===== src/rtl/ula_seq_nbits.sv =====
`default_nettype none
// ============================================================================
//  Module   : ula_seq_nbits
//  Brief    : Parametrised sequential RPN ALU with start/busy/done handshake;
//             multi-cycle shift-add multiply and restoring divide.
//             Optional two's-complement mul/div and signed add/sub overflow
//             flag enabled by defining ULA_SIGNED_EN.
//  Revision : 1.0 - initial release
// ============================================================================
module ula_seq_nbits #(
    parameter int WIDTH = 8,
    parameter int CNT_W = $clog2(WIDTH + 1)
) (
    input  logic             clk,
    input  logic             rst_n,
    input  logic             start,
    input  logic [2:0]       sel,
    input  logic [WIDTH-1:0] a,
    input  logic [WIDTH-1:0] b,
    input  logic             cin,
`ifdef ULA_SIGNED_EN
    input  logic             signed_mode,
`endif
    output logic             busy,
    output logic             done,
    output logic [WIDTH-1:0] s,
    output logic [WIDTH-1:0] s_hi,
    output logic [WIDTH-1:0] resto,
    output logic [4:0]       flags
);

    localparam logic [2:0] c_op_add = 3'b000;
    localparam logic [2:0] c_op_sub = 3'b001;
    localparam logic [2:0] c_op_mul = 3'b010;
    localparam logic [2:0] c_op_div = 3'b011;
    localparam logic [2:0] c_op_and = 3'b100;
    localparam logic [2:0] c_op_or  = 3'b101;
    localparam logic [2:0] c_op_xor = 3'b110;
    localparam logic [2:0] c_op_not = 3'b111;

    localparam logic [CNT_W-1:0] c_cnt_load = CNT_W'(WIDTH);
    localparam logic [CNT_W-1:0] c_cnt_last = CNT_W'(1);

    typedef enum logic [1:0] {
        IDLE = 2'd0,
        EXEC = 2'd1,
        FIX  = 2'd2,
        FIN  = 2'd3
    } state_t;

    state_t r_state;
    state_t w_state_nxt;

    // Latched request
    logic [WIDTH-1:0] r_a;
    logic [WIDTH-1:0] r_b;
    logic [2:0]       r_sel;
    logic             r_cin;
    logic             r_signed;
    logic             r_neg_q;
    logic             r_neg_r;

    // Iterative datapath: r_hi = partial product / partial remainder,
    // r_lo = multiplier being consumed / dividend shifting into quotient.
    logic [WIDTH-1:0] r_opnd;
    logic [WIDTH-1:0] r_hi;
    logic [WIDTH-1:0] r_lo;
    logic [CNT_W-1:0] r_cnt;

    logic             w_sm_in;
`ifdef ULA_SIGNED_EN
    assign w_sm_in = signed_mode;
`else
    assign w_sm_in = 1'b0;
`endif

    logic             w_a_neg;
    logic             w_b_neg;
    logic [WIDTH-1:0] w_a_mag;
    logic [WIDTH-1:0] w_b_mag;
    logic             w_iter_op;

    assign w_a_neg   = w_sm_in & a[WIDTH-1];
    assign w_b_neg   = w_sm_in & b[WIDTH-1];
    assign w_a_mag   = w_a_neg ? -a : a;
    assign w_b_mag   = w_b_neg ? -b : b;
    assign w_iter_op = (sel == c_op_mul) || ((sel == c_op_div) && (b != '0));

    logic [WIDTH:0]     w_mul_sum;
    logic [WIDTH:0]     w_div_sh;
    logic [WIDTH:0]     w_div_tr;
    logic [2*WIDTH-1:0] w_prod_neg;

    assign w_mul_sum  = {1'b0, r_hi} + (r_lo[0] ? {1'b0, r_opnd} : '0);
    assign w_div_sh   = {r_hi, r_lo[WIDTH-1]};
    assign w_div_tr   = w_div_sh - {1'b0, r_opnd};
    assign w_prod_neg = -{r_hi, r_lo};

    // ------------------------------------------------------------------
    // Control FSM
    // ------------------------------------------------------------------
    always_ff @(posedge clk) begin
        if (!rst_n) begin
            r_state <= IDLE;
        end else begin
            r_state <= w_state_nxt;
        end
    end

    always_comb begin
        w_state_nxt = r_state;
        case (r_state)
            IDLE: begin
                if (start) begin
                    w_state_nxt = w_iter_op ? EXEC : FIN;
                end
            end
            EXEC: begin
                if (r_cnt == c_cnt_last) begin
                    w_state_nxt = r_signed ? FIX : FIN;
                end
            end
            FIX:     w_state_nxt = FIN;
            FIN:     w_state_nxt = IDLE;
            default: w_state_nxt = IDLE;
        endcase
    end

    assign busy = (r_state != IDLE);

    // ------------------------------------------------------------------
    // Result formation from latched operands / iterative datapath
    // ------------------------------------------------------------------
    logic [WIDTH:0]   w_add;
    logic [WIDTH:0]   w_sub;
    logic [WIDTH-1:0] w_s;
    logic [WIDTH-1:0] w_s_hi;
    logic [WIDTH-1:0] w_resto;
    logic             w_f_cy;
    logic             w_f_err;
    logic             w_f_rnz;
    logic             w_f_ovf;

    assign w_add = {1'b0, r_a} + {1'b0, r_b} + {{WIDTH{1'b0}}, r_cin};
    assign w_sub = {1'b0, r_a} - {1'b0, r_b} - {{WIDTH{1'b0}}, r_cin};

    always_comb begin
        w_s     = '0;
        w_s_hi  = '0;
        w_resto = '0;
        w_f_cy  = 1'b0;
        w_f_err = 1'b0;
        w_f_rnz = 1'b0;
        w_f_ovf = 1'b0;
        case (r_sel)
            c_op_add: begin
                w_s    = w_add[WIDTH-1:0];
                w_f_cy = r_signed ? ((r_a[WIDTH-1] == r_b[WIDTH-1]) &&
                                     (w_add[WIDTH-1] != r_a[WIDTH-1]))
                                  : w_add[WIDTH];
            end
            c_op_sub: begin
                w_s    = w_sub[WIDTH-1:0];
                w_f_cy = r_signed ? ((r_a[WIDTH-1] != r_b[WIDTH-1]) &&
                                     (w_sub[WIDTH-1] != r_a[WIDTH-1]))
                                  : w_sub[WIDTH];
            end
            c_op_mul: begin
                w_s     = r_lo;
                w_s_hi  = r_hi;
                // Signed product fits only if the high half is pure sign extension
                w_f_ovf = r_signed ? (r_hi != {WIDTH{r_lo[WIDTH-1]}})
                                   : (r_hi != '0);
            end
            c_op_div: begin
                if (r_b == '0) begin
                    w_f_err = 1'b1;
                    w_resto = r_a;
                end else begin
                    w_s     = r_lo;
                    w_resto = r_hi;
                    w_f_rnz = (r_hi != '0);
                end
            end
            c_op_and: w_s = r_a & r_b;
            c_op_or:  w_s = r_a | r_b;
            c_op_xor: w_s = r_a ^ r_b;
            c_op_not: w_s = ~r_a;
            default:  w_s = '0;
        endcase
    end

    // ------------------------------------------------------------------
    // Datapath and output registers
    // ------------------------------------------------------------------
    always_ff @(posedge clk) begin
        if (!rst_n) begin
            r_a      <= '0;
            r_b      <= '0;
            r_sel    <= '0;
            r_cin    <= 1'b0;
            r_signed <= 1'b0;
            r_neg_q  <= 1'b0;
            r_neg_r  <= 1'b0;
            r_opnd   <= '0;
            r_hi     <= '0;
            r_lo     <= '0;
            r_cnt    <= '0;
            done     <= 1'b0;
            s        <= '0;
            s_hi     <= '0;
            resto    <= '0;
            flags    <= '0;
        end else begin
            done <= 1'b0;
            case (r_state)
                IDLE: begin
                    if (start) begin
                        r_a      <= a;
                        r_b      <= b;
                        r_sel    <= sel;
                        r_cin    <= cin;
                        r_signed <= w_sm_in;
                        r_neg_q  <= w_a_neg ^ w_b_neg;
                        r_neg_r  <= w_a_neg;
                        r_opnd   <= w_b_mag;
                        r_hi     <= '0;
                        r_lo     <= w_a_mag;
                        r_cnt    <= w_iter_op ? c_cnt_load : '0;
                    end
                end
                EXEC: begin
                    r_cnt <= r_cnt - c_cnt_last;
                    if (r_sel == c_op_mul) begin
                        r_hi <= w_mul_sum[WIDTH:1];
                        r_lo <= {w_mul_sum[0], r_lo[WIDTH-1:1]};
                    end else if (!w_div_tr[WIDTH]) begin
                        r_hi <= w_div_tr[WIDTH-1:0];
                        r_lo <= {r_lo[WIDTH-2:0], 1'b1};
                    end else begin
                        r_hi <= w_div_sh[WIDTH-1:0];
                        r_lo <= {r_lo[WIDTH-2:0], 1'b0};
                    end
                end
                FIX: begin
                    // Re-apply signs to the magnitude results
                    if (r_sel == c_op_mul) begin
                        if (r_neg_q) begin
                            {r_hi, r_lo} <= w_prod_neg;
                        end
                    end else begin
                        if (r_neg_q) begin
                            r_lo <= -r_lo;
                        end
                        if (r_neg_r) begin
                            r_hi <= -r_hi;
                        end
                    end
                end
                FIN: begin
                    s     <= w_s;
                    s_hi  <= w_s_hi;
                    resto <= w_resto;
                    flags <= {w_f_ovf, (w_s == '0), w_f_rnz, w_f_err, w_f_cy};
                    done  <= 1'b1;
                end
                default: begin
                    done <= 1'b0;
                end
            endcase
        end
    end

endmodule
`default_nettype wire


===== config.mk =====
export PLATFORM = sky130hd
export DESIGN_NAME = ula_seq_nbits
export DESIGN_NICKNAME = d
export VERILOG_FILES = /design/src/rtl/ula_seq_nbits.sv
export SDC_FILE = /design/constraint.sdc
export NUM_CORES = 1
export LEC_CHECK = 0
export ABC_AREA = 1
export CORE_MARGIN = 2
export CORE_UTILIZATION = 25
export DETAILED_ROUTE_END_ITERATION = 7
export DONT_BUFFER_PORTS = 1
export MAX_ROUTING_LAYER = met4
export PLACE_DENSITY_LB_ADDON = 0.25
export SLEW_MARGIN = 15
export SYNTH_ARGS = -nofsm -noshare
export SYNTH_HDL_FRONTEND = slang
export SYNTH_SLANG_ARGS = --single-unit

===== constraint.sdc =====
create_clock -name clk -period 2.9 [get_ports clk]
set_input_delay 0.58 -clock clk [delete_from_list [all_inputs] [get_ports clk]]
set_output_delay 0.58 -clock clk [all_outputs]
set_load 0.01 [all_outputs]

==> impl_metrics.py, run 1 <==
metrics = {
    "layout": {
        "drive_gt1_share_pct": 9.88,
        "layout.nets": 827,
        "design_area_mm2": 0.00595,
        "n_fill_cell": 2266,
        "n_antenna_cell": 0,
        "synthToLayoutAreaGrowth_pct": 11.4,
    },
    "global_routing": {
        "grt_max_degree": 42,
        "grt_pass1_wl_mm": 27.5,
        "grt_pass1_vias": 4740,
        "antenna_found_initial": 0,
        "grt.overflow.total": 0,
        "grt_use_total_pct": 16.5,
    },
    "clocking": {
        "cts_buffer_depth": 2,
        "clkTransAtPathRegs_ns": 0.06,
        "cts_max_level": 3,
        "cts_resized": 0,
        "post_cts_buffers": 0,
        "cts_root_buffer": "clkbuf_16",
        "insertion_delay_ns": 0.35,
        "cts_buffers": 9,
        "cts_tree": "yes",
        "cts_hold_buf": 0,
        "clock_sinks": 72,
    },
    "timing": {
        "final.min_clock_period_ns": 2.46,
        "drv_slew": 0,
        "finalHoldViolations": 0,
        "rsz0062_at_grt": "false",
        "setup_viol": 0,
        "slew_headroom_pct": 54.1,
        "clock.fmax_mhz": 406,
        "finalCritPeriodShare_pct": 84.9,
        "skew_ns": 0.00635,
        "worst_pin_slew_ns": 0.688,
        "tns_ns": 0,
    },
    "synthesis": {
        "syn-num-nets": 829,
        "synth_area_mm2": 0.00534,
        "synth_warnings": 0,
        "synth_top_cell_by_area": "dfxtp_1",
        "synth_area_per_cell_um2": 7.16,
        "synth-seq-cells": 72,
        "synth_top_area_share_pct": 27.0,
        "syn_inst": 746,
        "ys_seq_area_share_pct": 27.0,
        "synth.area.top_cells": "dfxtp_1 27%, ha_1 13%, nand2_1 8.5%, inv_1 7.8%, o21ai_0 6.4%",
        "ys_types": 50,
    },
    "floorplan": {
        "num_rows": 53,
        "initial_core_util_pct": 25.4,
        "io_pins": 54,
        "die_area_mm2": 0.0226,
        "dieWidth_um": 150,
        "core_area_mm2": 0.0210,
        "die_y_um": 150,
    },
    "pwr": {
        "power_leakage_nw": 2.60,
        "peakVddDrop_uv": 275,
        "powerDensity_mw_per_mm2": 965,
    },
    "drt": {
        "drt_iter0_drc": 260,
        "drc": 0,
        "drt-pass1-iter-count": 4,
        "routed_via_density": 4.71,
        "avgRoutedWirePerCell_um": 16.9,
        "vias": 4825,
        "drt-total-wl_mm": 17.3,
        "drtAntennaViolNets": 0,
    },
    "worst_setup_path": {
        "slowest_delay_ns": 0.50,
        "cp.required_ns": 3.19,
        "crit_fanout": 5,
        "slowest_stage": "fa_1",
        "worstSetupStartpointType": "flip-flop",
        "cp_data_arrival_time_ns": 2.75,
        "cp_common_cell": "nand3_1",
        "crit_chain": "inv_1, fa_1, fa_1, inv_1, nand3_1, nand2_1, nand2_1, nand3_1, nand4_1, nor2_1, nand3_1, nor2_1, nand3_1, nand2_1",
        "path_class": "reg2reg",
        "crit_path_end_kind": "flip-flop",
    },
    "place": {
        "numPortBuffers": 0,
        "dp_hpwl_mm": 13.9,
        "globalplace.congestion": 0.844,
        "dpl_cell_area_mm2": 0.00563,
    },
    "run": {
        "max_cap_violations": 0,
    },
    "worst_hold_path": {
        "min_path_type": "in2reg",
    },
    "status": {
        "status": "finished clean",
    },
}
## cell usage after synthesis (all sizes together)
library cell  instances
clkbuf               15
fa                    6
nor3                  4
nor4                  2
a31oi                 7
o21bai                3
nor2                 57
inv                 122
nor3b                 1
dfxtp                72
nand3b                3
a221oi                7
o31ai                 4
o221ai                5
a22oi                 1
and2                  1
nand2               127
or2                   4
o22ai                 1
o32ai                 1
a21oi                67
a21o                  1
ha                   54
buf                   9
a211oi                2
o211ai               11
nand4                12
xnor2                 1
a22o                  3
o21ai                81
xor2                  7
nand3                55
## path summary, 6_finish.rpt
path / to / cells past startpoint / slack, ns / startpoint
worst max-delay path: flags[3]$_SDFFE_PN0P_ / 14 / 0.44 / r_a[0]$_SDFFE_PN0P_
worst max register to register: flags[3]$_SDFFE_PN0P_ / 14 / 0.44 / r_a[0]$_SDFFE_PN0P_
worst min register to register: r_cnt[1]$_SDFFE_PN0P_ / 2 / 0.46 / r_cnt[1]$_SDFFE_PN0P_
worst min-delay path: s[2]$_SDFFE_PN0P_ / 2 / 0.39 / rst_n
## registers in the layout, indices dropped and copies added, names as in the netlist, 4 cells and up
name / flops
r_a: 8
r_hi: 8
r_lo: 8
r_opnd: 8
resto: 8
s: 8
s_hi: 8
flags: 5
r_cnt: 4
## layout make-up
type                       instances  area [µm²]  share of cell area (%)
clock buffer                      10         239                    4.02
clock inverter                     6        82.6                    1.39
inverter                         122         468                    7.86
multi-input combinational        528        3290                    55.3
sequential                        72        1440                    24.2
tap                              275         344                    5.78
timing repair buffer              11        82.6                    1.39
## layout by cell type, fill, tap and decap left out, types with 2 or more instances in the layout
cell type  synthesis  routed
nor2_2             5       5
o211ai_1          11      11
nand2_1          121     121
o21bai_1           3       3
a31oi_1            7       7
or2_2              3       3
nand2_2            3       3
dfxtp_1           72      72
o31ai_1            4       4
buf_4              0      11
o21ai_0           68      68
nor2_1            48      48
inv_1            111     111
o21ai_2            4       4
nand4_1           11      11
a21oi_1           65      65
nor2_4             4       4
nor4_1             2       2
nand2_4            3       3
fa_1               6       6
nor3_4             3       3
a22o_1             3       3
nand3b_1           3       3
nand3_1           49      49
ha_1              54      54
xor2_1             7       7
clkinv_2           0       3
bufinv_16          0       2
o21ai_1            8       8
nand3_4            2       2
a221oi_1           7       7
inv_2              8       8
nand3_2            4       4
a21oi_2            2       2
o221ai_1           5       5
clkbuf_16          0       9
inv_4              2       2
## cell families after synthesis
logic type               share of synthesized area, %
AO/OA/AOI/OAI                                    21.2
XOR/XNOR                                         1.31
adder cells (fa/ha/maj)                          14.9
buffers and inverters                            11.4
flip-flops                                       27.0
AND/OR/NAND/NOR                                  24.2
## where the power goes
group	switching [mW]	internal (mW)	leakage (nW)	total (mW)
sequential	0.274	1.20	0.588	1.48
clock	0.462	0.772	0.158	1.23
combinational	1.99	1.04	1.85	3.03
total	2.73	3.01	2.60	5.74
## layer usage
| metal | part of all wire (%) | track usage [%] | routed length (µm) | vias up |
|---|---|---|---|---|
| li1 | - | - | - | 2499 |
| met1 | 47 | 20.9 | 8140 | 2246 |
| met2 | 46 | 26.4 | 8030 | 59 |
| met3 | 4.3 | 3.30 | 739 | 21 |
| met4 | 2.2 | 5.66 | 382 | 0 |
| met5 | 0 | - | 0 | - |
## critical path: cells and delay by family, from the launching register on
family        cells  cell delay (ns)
simple gates     10             0.86
buf+inv           2             0.26
fa+ha+maj         2             0.91
flops             1             0.36
## per-stage QoR
stage | cells | setup WS [ns] | power, mW | hold slack, ns | util [%]
final | 1024 | 0.439 | 5.74 | 0.385 | 28.3
after global routing | 1024 | 0.204 | 6.27 | 0.383 | 28.3
after CTS | 1024 | 0.465 | 5.78 | 0.366 | 28.3
after detailed placement | 1008 | 0.484 | 4.52 | 0.461 | 26.8
after global placement | 1008 | 0.526 | 4.54 | 0.452 | 26.8
after floorplan | 746 | 0.691 | 3.82 | 0.440 | -
Note: power is estimated with default switching activity, not from simulation.
==> run 2, diff against run 1 <==
--- a/config.mk
+++ b/config.mk
@@ -5,7 +5,7 @@
 export SDC_FILE = /design/constraint.sdc
 export NUM_CORES = 1
 export LEC_CHECK = 0
-export ABC_AREA = 1
+export ABC_AREA = 0
 export CORE_MARGIN = 2
 export CORE_UTILIZATION = 25
 export DETAILED_ROUTE_END_ITERATION = 7
==> constraint.sdc (replaced) <==
create_clock -name clk -period 2.4 [get_ports clk]
set_input_delay 0.48 -clock clk [delete_from_list [all_inputs] [get_ports clk]]
set_output_delay 0.48 -clock clk [all_outputs]
set_load 0.01 [all_outputs]
==> run 2 against run 1 <==
  * The run now ends with setup timing left
  * Clock power is 28% higher
  * Worst setup slack lost 0.52 ns
  * Sequential power is 10% higher
  * Register-to-register slack lost 0.52 ns
  * Via count is 3.0% higher
  * Area after synthesis is essentially flat
  * Highest routed layer unchanged
==> impl_metrics.py, run 2 <==
metrics = {
    "floorplan": {
        "core_area_mm2": 0.0210,
        "initial_core_util_pct": 25.4,
        "num_rows": 53,
        "dieWidth_um": 150,
        "io_pins": 54,
        "die_y_um": 150,
        "die_area_mm2": 0.0225,
    },
    "place": {
        "pre_cts_slack_ns": -0.205,
        "numPortBuffers": 0,
        "dp_hpwl_mm": 14.4,
        "dp.cells": 1001,
        "globalplace.congestion": 0.859,
    },
    "layout": {
        "final_util_pct": 33.1,
        "instances_no_fill": 1020,
        "final_cell_mix": "105 x buf_4, 76 x nand2_1, 68 x dfxtp_1",
        "synthToLayoutAreaGrowth_pct": 30.4,
        "drive_gt1_share_pct": 24.8,
        "layout_commonest_cell": "buf_4",
        "layout.nets": 823,
        "n_antenna_cell": 0,
    },
    "synthesis": {
        "synth_top_cell_by_area": "dfxtp_1",
        "synth.area.top_cells": "dfxtp_1 27%, ha_1 13%, nand2_1 5.3%, mux2i_1 4.9%, a21boi_0 3.5%",
        "synth_common_cells": "76 x nand2_1, 72 x dfxtp_1, 54 x ha_1",
        "synth_area_per_cell_um2": 8.15,
        "synth_edf_count": 0,
        "synth_top_area_share_pct": 27.0,
        "synth-seq-cells": 72,
        "syn-num-nets": 738,
        "synth_warnings": 0,
        "syn_inst": 655,
        "ys_async_sr_fraction_pct": 0,
        "synth_area_mm2": 0.00534,
        "ys_seq_area_share_pct": 27.0,
        "synth.most_common_cell": "nand2_1",
        "ys.flop_type": "dfxtp_1",
        "ys_types": 64,
    },
    "clocking": {
        "cts_buffers": 9,
        "cts_tree": "yes",
        "clock_sinks": 72,
        "cts_max_level": 3,
        "cts_hold_buf": 0,
        "clkTransAtPathRegs_ns": 0.06,
        "insertion_delay_ns": 0.35,
        "cts_root_buffer": "clkbuf_16",
        "cts_buffer_depth": 2,
    },
    "timing": {
        "skew_ns": 0.00821,
        "rsz0062_at_grt": "true",
        "worst_pin_slew_ns": 0.969,
        "clock.fmax_mhz": 402,
        "setup_viol": 10,
        "timing.final.ws_setup_ns": -0.0846,
        "finalHoldViolations": 0,
        "final.min_clock_period_ns": 2.48,
        "finalHoldWorstSlack_ns": 0.263,
        "slew_headroom_pct": 35.2,
        "finalCritPeriodShare_pct": 104,
        "drv_slew": 0,
    },
    "worst_setup_path": {
        "crit_path_end_kind": "flip-flop",
        "rr_endpoint": "r_hi[0]$_SDFFE_PN0P_",
        "crit_chain": "ha_4, inv_2, fa_2, a211oi_2, o21bai_2, a2111oi_2, or3_4, xnor2_4, mux2_4, o21ai_1",
        "path_class": "reg2reg",
        "crit_path_end": "r_hi[0]$_SDFFE_PN0P_",
        "r2r_slack_ns": -0.08,
        "r2r_cells": 10,
        "crit_cells": 10,
        "slowest_stage": "dfxtp_4",
        "crit_buf_inv": 1,
        "cp_data_arrival_time_ns": 2.77,
        "r2r_start": "r_opnd[0]$_SDFFE_PN0P_",
        "worstSetupStartpointType": "flip-flop",
        "cp.required_ns": 2.68,
        "slowest_delay_ns": 0.40,
        "critPathLaunch": "r_opnd[0]$_SDFFE_PN0P_",
        "path_delay_family": "compound AO/OA/AOI/OAI gates",
        "crit_fanout": 8,
    },
    "pwr": {
        "clockPowerShare_pct": 22.1,
        "peakVddDrop_uv": 660,
        "power_leakage_nw": 2.79,
        "powerDensity_mw_per_mm2": 1030,
        "switchingPower_mw": 2.88,
        "comb_power_share_pct": 55.1,
        "seqPwrFrac_pct": 22.8,
        "swShare_pct": 40.3,
        "p_int_mw": 4.26,
        "power.total_mw": 7.14,
    },
    "worst_hold_path": {
        "hold_start": "b[0]",
        "min_path_type": "in2reg",
    },
    "drt": {
        "avgRoutedWirePerCell_um": 18.2,
        "drc": 0,
        "routed_via_density": 4.87,
        "drt_iter0_drc": 271,
        "vias": 4970,
        "drt-pass1-iter-count": 5,
        "drtAntennaViolNets": 0,
        "drt-total-wl_mm": 18.5,
    },
    "global_routing": {
        "grt.overflow.total": 0,
        "grt_max_degree": 47,
        "grt_pass1_vias": 4890,
        "grt_pass1_wl_mm": 28.8,
        "grt_use_total_pct": 17.4,
        "antenna_found_initial": 0,
    },
    "status": {
        "violations": "setup timing",
        "status": "complete, but fails checks",
    },
    "run": {
        "max_cap_violations": 0,
    },
}
-- run 2: cell types whose count changed after synthesis, moves of 13 or more --
cell and change:
inv_1 -69, nor3_1 +13, nand3_1 -30, a21boi_0 +25
a21oi_1 -29, a211oi_1 +22, o21ai_0 -42, nand2_1 -45
nor2b_1 +13, nand2b_1 +14, mux2i_1 +26
-- run 2: logic make-up (layout without fill, tap and decap cells) --
| kind of cell | Yosys count | count (layout) | synth area share [%] |
|---|---|---|---|
| simple gates | 216 | 216 | 19.6 |
| compound gates | 179 | 179 | 23.3 |
| flops | 72 | 72 | 27.0 |
| xor+xnor | 22 | 22 | 3.96 |
| fa+ha+maj | 60 | 60 | 14.9 |
| mux | 29 | 29 | 5.51 |
| buf+inv | 77 | 167 | 5.74 |
-- run 2: how the worst min path moves through the flow --
stage,end,slack (ns),cells after the start
after global routing,r_cnt[0]$_SDFFE_PN0P_,0.26,1
after detailed placement,r_opnd[5]$_SDFFE_PN0P_,0.48,2
after floorplan,r_cin$_SDFFE_PN0P_,0.46,2
after global placement,r_cin$_SDFFE_PN0P_,0.46,2
after CTS,r_cnt[0]$_SDFFE_PN0P_,0.25,1
final,r_opnd[0]$_SDFFE_PN0P_,0.26,2
-- run 2: final cells by class --
class | instances | area (µm²)
Clock inverter | 5 | 104
Sequential cell | 72 | 1450
Tap cell | 275 | 344
Fill cell | 2212 | 14100
Clock buffer | 11 | 233
Inverter | 42 | 158
Multi-Input combinational cell | 506 | 3820
Timing Repair Buffer | 109 | 860
-- run 2: through the flow --
stage                     instance area, µm²  TNS, ns
after global routing                    6960    -2.06
after global placement                  6390    -1.51
final                                   6960   -0.338
after detailed placement                6390    -1.91
after CTS                               6800   -0.499
after floorplan                         5360   -0.143
-- run 2: what timing repair did --
action | 4_1_cts | 5_1_grt
hold endpoints to repair | 0 | 0
gates resized for setup | 20 | 39
pin swaps | 10 | 19
setup buffers | 1 | 3
setup endpoints to repair | 16 | 19
-- run 2: per-layer routing --
metal  wire (µm)  vias up  part of all wire [%]  track usage (%)
met2        8440       74                    46             26.3
met1        8850     2372                    48             23.2
met4         364        0                   2.0             5.19
met5           0        -                     0                -
li1            -     2505                     -                -
met3         874       19                   4.7             4.06
-- run 2: power by group through the flow --
stage                     Combinational (mW)  Sequential [mW]  Clock, mW
after floorplan                         2.37             1.61          0
after global placement                  3.62             1.65          0
after detailed placement                3.60             1.65          0
after CTS                               3.72             1.62       1.61
after global routing                    4.36             1.65       1.65
final                                   3.93             1.63       1.58
